$ cat src/rtl/pixel_stream_pkg.sv
// Shared definitions for the greyscale pixel stream: monitor FSM states,
// error flag bit positions, default frame geometry and the running-statistics record.
package pixel_stream_pkg;

  typedef enum logic [1:0] {
    IDLE     = 2'd0,
    IN_FRAME = 2'd1,
    CLOSE    = 2'd2
  } state_e;

  localparam int ERR_COORD   = 0;
  localparam int ERR_OUTSIDE = 1;
  localparam int ERR_COUNT   = 2;
  localparam int ERR_RESTART = 3;

  localparam int DEFAULT_IMG_WIDTH  = 640;
  localparam int DEFAULT_IMG_HEIGHT = 480;

  typedef struct packed {
    logic [31:0] count;
    logic [7:0]  luma_lo;
    logic [7:0]  luma_hi;
    logic        coord_err;
  } run_stats_t;

endpackage

$ cat src/rtl/pixel_stream_if.sv
// Pixel stream bundle: the source drives it (master), monitors and sinks observe it (slave).
interface pixel_stream_if;
  logic [7:0]  pixel_data;
  logic        pixel_valid;
  logic        frame_start;
  logic        frame_end;
  logic [15:0] pixel_x;
  logic [15:0] pixel_y;

  modport master (output pixel_data, pixel_valid, frame_start, frame_end, pixel_x, pixel_y);
  modport slave  (input  pixel_data, pixel_valid, frame_start, frame_end, pixel_x, pixel_y);
endinterface

$ cat src/rtl/pixel_coord_tracker.sv
// Raster position of the next expected beat and the bus coordinate it should carry.
// A same-cycle clear makes the current beat pixel (0,0).
module pixel_coord_tracker #(
  parameter int IMG_WIDTH  = 640,
  parameter int IMG_HEIGHT = 480,
  parameter bit COORD_LEAD = 1'b1
) (
  input  logic        clk,
  input  logic        rst,
  input  logic        clear,
  input  logic        advance,
  output logic [15:0] exp_x,
  output logic [15:0] exp_y
);

  localparam logic [15:0] X_LAST = 16'(IMG_WIDTH - 1);
  localparam logic [15:0] Y_LAST = 16'(IMG_HEIGHT - 1);

  logic [15:0] pos_x, pos_y;
  logic [15:0] cur_x, cur_y;
  logic [15:0] nxt_x, nxt_y;

  assign cur_x = clear ? '0 : pos_x;
  assign cur_y = clear ? '0 : pos_y;

  always_comb begin
    // NOTE: defaults first so every path assigns the outputs and no latch is inferred.
    nxt_x = cur_x;
    nxt_y = cur_y;
    if (advance) begin
      if (cur_x == X_LAST) begin
        nxt_x = '0;
        nxt_y = (cur_y == Y_LAST) ? '0 : cur_y + 16'd1;
      end else begin
        nxt_x = cur_x + 16'd1;
      end
    end
  end

  always_comb begin
    exp_x = cur_x;
    exp_y = cur_y;
    if (COORD_LEAD) begin
      if (cur_x < X_LAST) begin
        exp_x = cur_x + 16'd1;
      end else if (cur_y < Y_LAST) begin
        exp_x = '0;
        exp_y = cur_y + 16'd1;
      end else begin
        exp_x = '0;
        exp_y = Y_LAST;
      end
    end
  end

  always_ff @(posedge clk or posedge rst) begin
    if (rst) begin
      pos_x <= '0;
      pos_y <= '0;
    end else begin
      // NOTE: non-blocking assignments for all clocked state.
      pos_x <= nxt_x;
      pos_y <= nxt_y;
    end
  end

endmodule

$ cat src/rtl/pixel_stream_monitor.sv
// Frame-level receiver: tracks framing, checks coordinates and geometry, accumulates
// luma statistics and publishes a latched per-frame report with sticky error flags.
module pixel_stream_monitor
  import pixel_stream_pkg::*;
#(
  parameter int IMG_WIDTH  = DEFAULT_IMG_WIDTH,
  parameter int IMG_HEIGHT = DEFAULT_IMG_HEIGHT,
  parameter bit COORD_LEAD = 1'b1,
  parameter int SUM_WIDTH  = 32
) (
  input  logic                 clk,
  input  logic                 rst,
  pixel_stream_if.slave        pix,
  input  logic                 clear_errors,
  output logic                 frame_done,
  output logic                 frame_ok,
  output logic [31:0]          pixel_count,
  output logic [SUM_WIDTH-1:0] luma_sum,
  output logic [7:0]           luma_min,
  output logic [7:0]           luma_max,
  output logic [3:0]           err_flags,
  output logic [15:0]          frames_received,
  output logic [15:0]          frames_bad
);

  localparam logic [31:0] FRAME_PIXELS = 32'(IMG_WIDTH * IMG_HEIGHT);
  localparam run_stats_t  FRESH_STATS  = '{count: '0, luma_lo: 8'hFF, luma_hi: '0, coord_err: 1'b0};

  state_e state, state_nxt;
  logic start_new, restart, close_now, accept, outside;

  run_stats_t run, base, nxt, src;
  logic [SUM_WIDTH-1:0] run_sum, base_sum, nxt_sum, src_sum;
  logic [15:0] exp_x, exp_y;
  logic        coord_mismatch, latch_report, ok_src;
  logic [3:0]  err_set;

  always_ff @(posedge clk or posedge rst) begin
    if (rst) state <= IDLE;
    else     state <= state_nxt;
  end

  always_comb begin
    state_nxt = IDLE;
    case (state)
      IN_FRAME: state_nxt = (pix.frame_end && !pix.frame_start) ? CLOSE : IN_FRAME;
      default:  state_nxt = pix.frame_start ? IN_FRAME : IDLE;
    endcase
  end

  // CLOSE lasts a single cycle and otherwise treats the bus exactly like IDLE.
  always_comb begin
    start_new = pix.frame_start;
    restart   = 1'b0;
    close_now = 1'b0;
    accept    = pix.pixel_valid && pix.frame_start;
    outside   = (pix.pixel_valid && !pix.frame_start) || pix.frame_end;
    if (state == IN_FRAME) begin
      restart   = pix.frame_start;
      close_now = pix.frame_end && !pix.frame_start;
      accept    = pix.pixel_valid;
      outside   = 1'b0;
    end
  end

  pixel_coord_tracker #(
    .IMG_WIDTH  (IMG_WIDTH),
    .IMG_HEIGHT (IMG_HEIGHT),
    .COORD_LEAD (COORD_LEAD)
  ) u_tracker (
    .clk     (clk),
    .rst     (rst),
    .clear   (start_new),
    .advance (accept),
    .exp_x   (exp_x),
    .exp_y   (exp_y)
  );

  // Statistics after this cycle's beat; a starting frame begins from fresh values.
  always_comb begin
    base           = start_new ? FRESH_STATS : run;
    base_sum       = start_new ? '0 : run_sum;
    nxt            = base;
    nxt_sum        = base_sum;
    coord_mismatch = 1'b0;
    if (accept) begin
      nxt.count = (base.count == 32'hFFFF_FFFF) ? base.count : base.count + 32'd1;
      nxt_sum   = base_sum + SUM_WIDTH'(pix.pixel_data);
      if (pix.pixel_data < base.luma_lo) nxt.luma_lo = pix.pixel_data;
      if (pix.pixel_data > base.luma_hi) nxt.luma_hi = pix.pixel_data;
      if (base.count < FRAME_PIXELS && (pix.pixel_x != exp_x || pix.pixel_y != exp_y)) begin
        coord_mismatch = 1'b1;
        nxt.coord_err  = 1'b1;
      end
    end
  end

  // A restart reports the frame as it stood before this cycle's beat.
  assign latch_report = close_now || restart;
  assign src          = restart ? run : nxt;
  assign src_sum      = restart ? run_sum : nxt_sum;
  assign ok_src       = !restart && (nxt.count == FRAME_PIXELS) && !nxt.coord_err;

  always_comb begin
    err_set              = '0;
    err_set[ERR_COORD]   = coord_mismatch;
    err_set[ERR_OUTSIDE] = outside;
    err_set[ERR_COUNT]   = close_now && (nxt.count != FRAME_PIXELS);
    err_set[ERR_RESTART] = restart;
  end

  always_ff @(posedge clk or posedge rst) begin
    if (rst) begin
      run     <= '0;
      run_sum <= '0;
    end else begin
      run     <= nxt;
      run_sum <= nxt_sum;
    end
  end

  always_ff @(posedge clk or posedge rst) begin
    if (rst) begin
      frame_done      <= 1'b0;
      frame_ok        <= 1'b0;
      pixel_count     <= '0;
      luma_sum        <= '0;
      luma_min        <= '0;
      luma_max        <= '0;
      frames_received <= '0;
    end else begin
      frame_done <= latch_report;
      if (latch_report) begin
        frame_ok        <= ok_src;
        pixel_count     <= src.count;
        luma_sum        <= src_sum;
        luma_min        <= src.luma_lo;
        luma_max        <= src.luma_hi;
        frames_received <= frames_received + 16'd1;
      end
    end
  end

  always_ff @(posedge clk or posedge rst) begin
    if (rst) begin
      err_flags  <= '0;
      frames_bad <= '0;
    end else if (clear_errors) begin
      err_flags  <= '0;
      frames_bad <= '0;
    end else begin
      err_flags <= err_flags | err_set;
      if (latch_report && !ok_src) frames_bad <= frames_bad + 16'd1;
    end
  end

endmodule

$ cat src/flat_wrapper.sv
// flat-port wrapper written by rule: the top's interface ports become plain ports
module pixel_stream_monitor_flat import pixel_stream_pkg::*;
#(
  parameter int IMG_WIDTH  = DEFAULT_IMG_WIDTH,
  parameter int IMG_HEIGHT = DEFAULT_IMG_HEIGHT,
  parameter bit COORD_LEAD = 1'b1,
  parameter int SUM_WIDTH  = 32
)
  (clk, rst, clear_errors, frame_done, frame_ok, pixel_count, luma_sum, luma_min, luma_max, err_flags, frames_received, frames_bad, pix_pixel_data, pix_pixel_valid, pix_frame_start, pix_frame_end, pix_pixel_x, pix_pixel_y);
  pixel_stream_if pix_i ();
  input  logic clk;
  input  logic rst;
  input  logic clear_errors;
  output logic frame_done;
  output logic frame_ok;
  output logic [31:0] pixel_count;
  output logic [SUM_WIDTH-1:0] luma_sum;
  output logic [7:0] luma_min;
  output logic [7:0] luma_max;
  output logic [3:0] err_flags;
  output logic [15:0] frames_received;
  output logic [15:0] frames_bad;
  input wire logic [$bits(pix_i.pixel_data)-1:0] pix_pixel_data;
  input wire logic [$bits(pix_i.pixel_valid)-1:0] pix_pixel_valid;
  input wire logic [$bits(pix_i.frame_start)-1:0] pix_frame_start;
  input wire logic [$bits(pix_i.frame_end)-1:0] pix_frame_end;
  input wire logic [$bits(pix_i.pixel_x)-1:0] pix_pixel_x;
  input wire logic [$bits(pix_i.pixel_y)-1:0] pix_pixel_y;
  assign pix_i.pixel_data = pix_pixel_data;
  assign pix_i.pixel_valid = pix_pixel_valid;
  assign pix_i.frame_start = pix_frame_start;
  assign pix_i.frame_end = pix_frame_end;
  assign pix_i.pixel_x = pix_pixel_x;
  assign pix_i.pixel_y = pix_pixel_y;
  pixel_stream_monitor #(.IMG_WIDTH(IMG_WIDTH), .IMG_HEIGHT(IMG_HEIGHT), .COORD_LEAD(COORD_LEAD), .SUM_WIDTH(SUM_WIDTH)) u_core (.clk(clk), .rst(rst), .pix(pix_i), .clear_errors(clear_errors), .frame_done(frame_done), .frame_ok(frame_ok), .pixel_count(pixel_count), .luma_sum(luma_sum), .luma_min(luma_min), .luma_max(luma_max), .err_flags(err_flags), .frames_received(frames_received), .frames_bad(frames_bad));
endmodule
$ cat config.mk
export PLATFORM = sky130hd
export DESIGN_NAME = pixel_stream_monitor_flat
export DESIGN_NICKNAME = d
export VERILOG_FILES = /design/src/rtl/pixel_stream_pkg.sv /design/src/rtl/pixel_stream_if.sv /design/src/rtl/pixel_coord_tracker.sv /design/src/rtl/pixel_stream_monitor.sv /design/src/flat_wrapper.sv
export SDC_FILE = /design/constraint.sdc
export NUM_CORES = 1
export LEC_CHECK = 0
export ABC_AREA = 1
export CORE_ASPECT_RATIO = 0.9
export CORE_MARGIN = 1.5
export CORE_UTILIZATION = 40
export DETAILED_ROUTE_END_ITERATION = 12
export GPL_TIMING_DRIVEN = 0
export HOLD_SLACK_MARGIN = 0.1
export PLACE_DENSITY_LB_ADDON = 0.05
export SLEW_MARGIN = 20
export SYNTH_ARGS = -nofsm -noshare
export SYNTH_HDL_FRONTEND = slang
export SYNTH_HIERARCHICAL = 1
export SYNTH_SLANG_ARGS = --single-unit
$ cat constraint.sdc
create_clock -name clk -period 12.3 [get_ports clk]
set_input_delay 3.69 -clock clk [delete_from_list [all_inputs] [get_ports clk]]
set_output_delay 3.69 -clock clk [all_outputs]
set_load 0.1 [all_outputs]
==> qor.csv, run 1 <==
metric,value,unit
status,completed,
period_share,73.43,%
start_util,40.46,%
combPwrFrac,26.6,%
die-width,204.4,um
p_leak,8.673,nW
synth_common_cells,"nand2_1, inv_1, dfrtp_1",
power,2.408,mW
grt_overflow,0,
cts_buffers,29,
drive_gt1_share,7.779,%
required,12.76,ns
final_hold_viol_count,0,
yosys.area_share.xor_xnor,4.559,%
startpoint_type,input pin,
synth-seq-cells,233,
dpl.hpwl,33.91,mm
max_stage_delay,0.78,ns
synthMuxAreaShare,0,%
worst-path-buf-inv,8,
syn_to_final_growth,22.85,%
grt_pass1_vias,13121,
post_cts_buffers,0,
totalWireLength,45.79,mm
vias_per_cell,5.030,
track_usage,24.62,%
yosysTopAreaCell,dfrtp_1,
seq_area_frac_synth,39.93,%
path_cells,clkdlybuf4s50_1 -> clkbuf_1 -> buf_2 -> buf_2 -> buf_2 -> clkbuf_1 -> clkbuf_1 -> nor2_1 -> ha_1 -> nand2_1 -> inv_1 -> a21oi_1 -> o311ai_0 -> nand2_1 -> nor4_2 -> nand3_1 -> and2_1,
critPathKind,in -> reg,
rsz0062_at_grt,no,
startpoint,pix_frame_start,
seq_power_share,36.1,%
crit_family,buffers and inverters,
drv_cap,0,
peakVddDrop,0.1081,mV
dieArea,37660,um2
p_clk_share,37.4,%
port_buffers,163,
drc,0,
synthSimpleGateAreaFrac,33.22,%
postCtsHoldBufs,0,
clock_tree.buffer_depth,3,
synthCells,2001,
worst-endpoint-arrival,9.49,ns
hold_path.startpoint,u_core/frames_received[15],
ios,164,
critPathSlowestCell,clkdlybuf4s50_1,
synth_fa_ha_area_share,2.365,%
cts_resized,0,
synth_most_common_cell,nand2_1,
grt_max_degree,105,
antenna_found_initial,0,
clk_latency,0.57,ns
swShare,36.17,%
fin_util,49.70,%
power.density,134.3,nW/um2
final-setup-viol-count,0,
syn_area_per_cell,7.296,um2
fmax,110.7,MHz
first_iter_violations,947,
yosysWarnings,6,
drtAntennaViolNets,0,
drtPass1Iterations,5,
wl_per_cell,16.96,um
num_rows,66,
die_h,184.2,um
synth_top_area_share,39.93,%
cts_tree,built,
crit_fanout,10,
synth_area,14600,um2
clkTransAtPathRegs,0.06,ns
clock_skew,0.01117,ns
endpoint_kind,flip-flop,
synthDistinctLibCells,57,
timing.rr.start,u_core/u_tracker/pos_x[0],
synth_top_family_by_area,simple AND/OR/NAND/NOR gates,
grt_pass1_wl,72.95,mm
setup_tns,0,ns
synth_compound_area_share,9.204,%
antenna_cells,0,
holdCritPathClass,reg -> reg,
cts_sinks,233,
worst_pin_slew,1.058,ns
slew_headroom,29.22,%
maxSlewViolCount,0,
dr_total_vias,13581,
synthArstFlopShare,100.0,%
clock-root-buffer,clkbuf_16,
gp_congestion,0.9085,
synthFlopType,dfrtp_1,
switchingPower,0.8710,mW
htreeDepth,1,
synthTopCellsByArea,"dfrtp_1, nand2_1, inv_1, nor2_1, nand3_1",
core-area,36090,um2
synth_edf_count,0,
layout_min_cycle_time,9.032,ns
p_int,1.537,mW
nets,2276,
==> routing by layer <==
| metal | global-route usage (%) | wire (um) | vias to the layer above |
|---|---|---|---|
| met5 | 0 | 0 | - |
| li1 | - | - | 6789 |
| met2 | 37.94 | 20020 | 329 |
| met4 | 6.529 | 1179 | 0 |
| met3 | 2.900 | 2094 | 61 |
| met1 | 36.34 | 22490 | 6402 |
==> worst paths after layout <==
check | end | slack, ns | cells past startpoint
max in group asynchronous | u_core/luma_sum[29] | 7.75 | 4
max reg2reg | u_core/frames_bad[6] | 7.98 | 25
min in group asynchronous | u_core/u_tracker/pos_y[5] | 3.55 | 2
max | u_core/run_sum[27] | 3.27 | 17
min | u_core/frames_received[15] | 0.48 | 1
min reg2reg | u_core/frames_received[15] | 0.48 | 1
==> power by group through the flow <==
stage / Sequential [mW] / Combinational (mW) / Clock, mW
floorplan: 1.15 / 0.188 / 0
global placement: 0.883 / 0.634 / 0
detailed placement: 0.882 / 0.641 / 0
CTS: 0.869 / 0.644 / 0.927
global route: 0.876 / 0.680 / 0.958
finish: 0.869 / 0.640 / 0.900
==> cell type report <==
type,instances,area [um2]
sequential,233,5831
buffer,77,434.2
tap,476,595.6
clock inverter,11,176.4
multi-input combinational,1397,7227
clock buffer,41,830.8
timing repair buffer,166,1707
fill,3630,18150
inverter,299,1135
==> worst register-to-register path, stage by stage, from the launching register on <==
cell and delay [ns]:
dfrtp_1 0.38, nand2_1 0.06, inv_1 0.09, ha_1 0.26
nand4_1 0.21, inv_1 0.15, nand2_1 0.09, nand2_1 0.05
a21oi_1 0.32, inv_2 0.14, buf_2 0.24, nand2_1 0.09
nand2_1 0.06, xor2_1 0.16, nor2_1 0.11, o2111ai_1 0.21
nor2_1 0.28, nand2_1 0.19, nand2_1 0.20, nand2_1 0.10
nor2_1 0.18, nand3_4 0.18, nand2_4 0.18, buf_8 0.17
nand3_2 0.07, nand2_1 0.08
==> cells by family after synthesis <==
family                     Yosys count
xor gates and xnor gates            76
AOI/OAI and AO/OA                  205
other                                1
buffers and inverters              376
adders and majority gates           27
and+or+nand+nor                   1083
DFF                                233
==> registers in the layout (all words and copies together), names as in the netlist <==
register                count
u_core/u_tracker/pos_y     16
u_core/frames_received     16
u_core/luma_min             8
u_core/luma_max             8
u_core/pixel_count         32
u_core/run                 49
u_core/err_flags            4
u_core/state                2
u_core/frame_ok             1
u_core/frames_bad          16
u_core/frame_done           1
u_core/u_tracker/pos_x     16
u_core/luma_sum            32
u_core/run_sum             32
==> through the flow <==
stage / std cells / setup WS (ns) / cell area (um2) / hold WS, ns
finish: 2700 / 3.268 / 17940 / 0.4752
global placement: 2645 / 0.06083 / 16850 / 0.4619
global route: 2700 / 2.988 / 17940 / 0.5115
floorplan: 2006 / 3.128 / 14620 / 0.4456
CTS: 2700 / 3.360 / 17940 / 0.4752
detailed placement: 2648 / 2.777 / 16930 / 0.4654
==> cell usage in the layout, fill, tap and decap left out, types with 7 or more instances in the layout <==
cell type        netlist  layout
nor3_1                25      25
nand2_1              549     549
nor2_2                14      14
xor2_1                54      54
o21a_1                10      10
inv_2                  7       8
clkbuf_16              0      29
ha_1                  26      26
nand3_1              155     155
or2_2                 10      10
buf_4                  8       8
buf_1                  8       8
o21ai_1                7       7
a22o_1                 8       8
clkbuf_1              34      40
o21ai_0               61      61
nand3_2               25      25
buf_2                 16      16
buf_6                  9       9
nand2_2                7       7
dfrtp_1              233     233
nor2_1               228     228
a21oi_1               29      29
clkdlybuf4s50_1        0     163
o211ai_1              34      34
inv_1                288     286
o21bai_1              14      14
xnor2_1               22      22
o221ai_1              26      26
nand4_1               38      38
No activity file was read; power rests on OpenSTA's default activity.
==> inputs of run 2 (changes only) <==
==> constraint.sdc (replaced) <==
create_clock -name clk -period 8.7 [get_ports clk]
set_input_delay 2.61 -clock clk [delete_from_list [all_inputs] [get_ports clk]]
set_output_delay 2.61 -clock clk [all_outputs]
set_load 0.1 [all_outputs]
==> results of run 2 <==
The final DEF is identical to that of run 1. Status: completed.
Main changes from that run: setup slack after placement 2.777 ns -> 0.2572 ns; setup slack after layout 3.268 ns -> 0.7481 ns; register-to-register setup slack 7.98 ns -> 4.38 ns; total power 2.408 mW -> 3.405 mW; worst IR drop on VDD 0.1081 mV -> 0.1529 mV
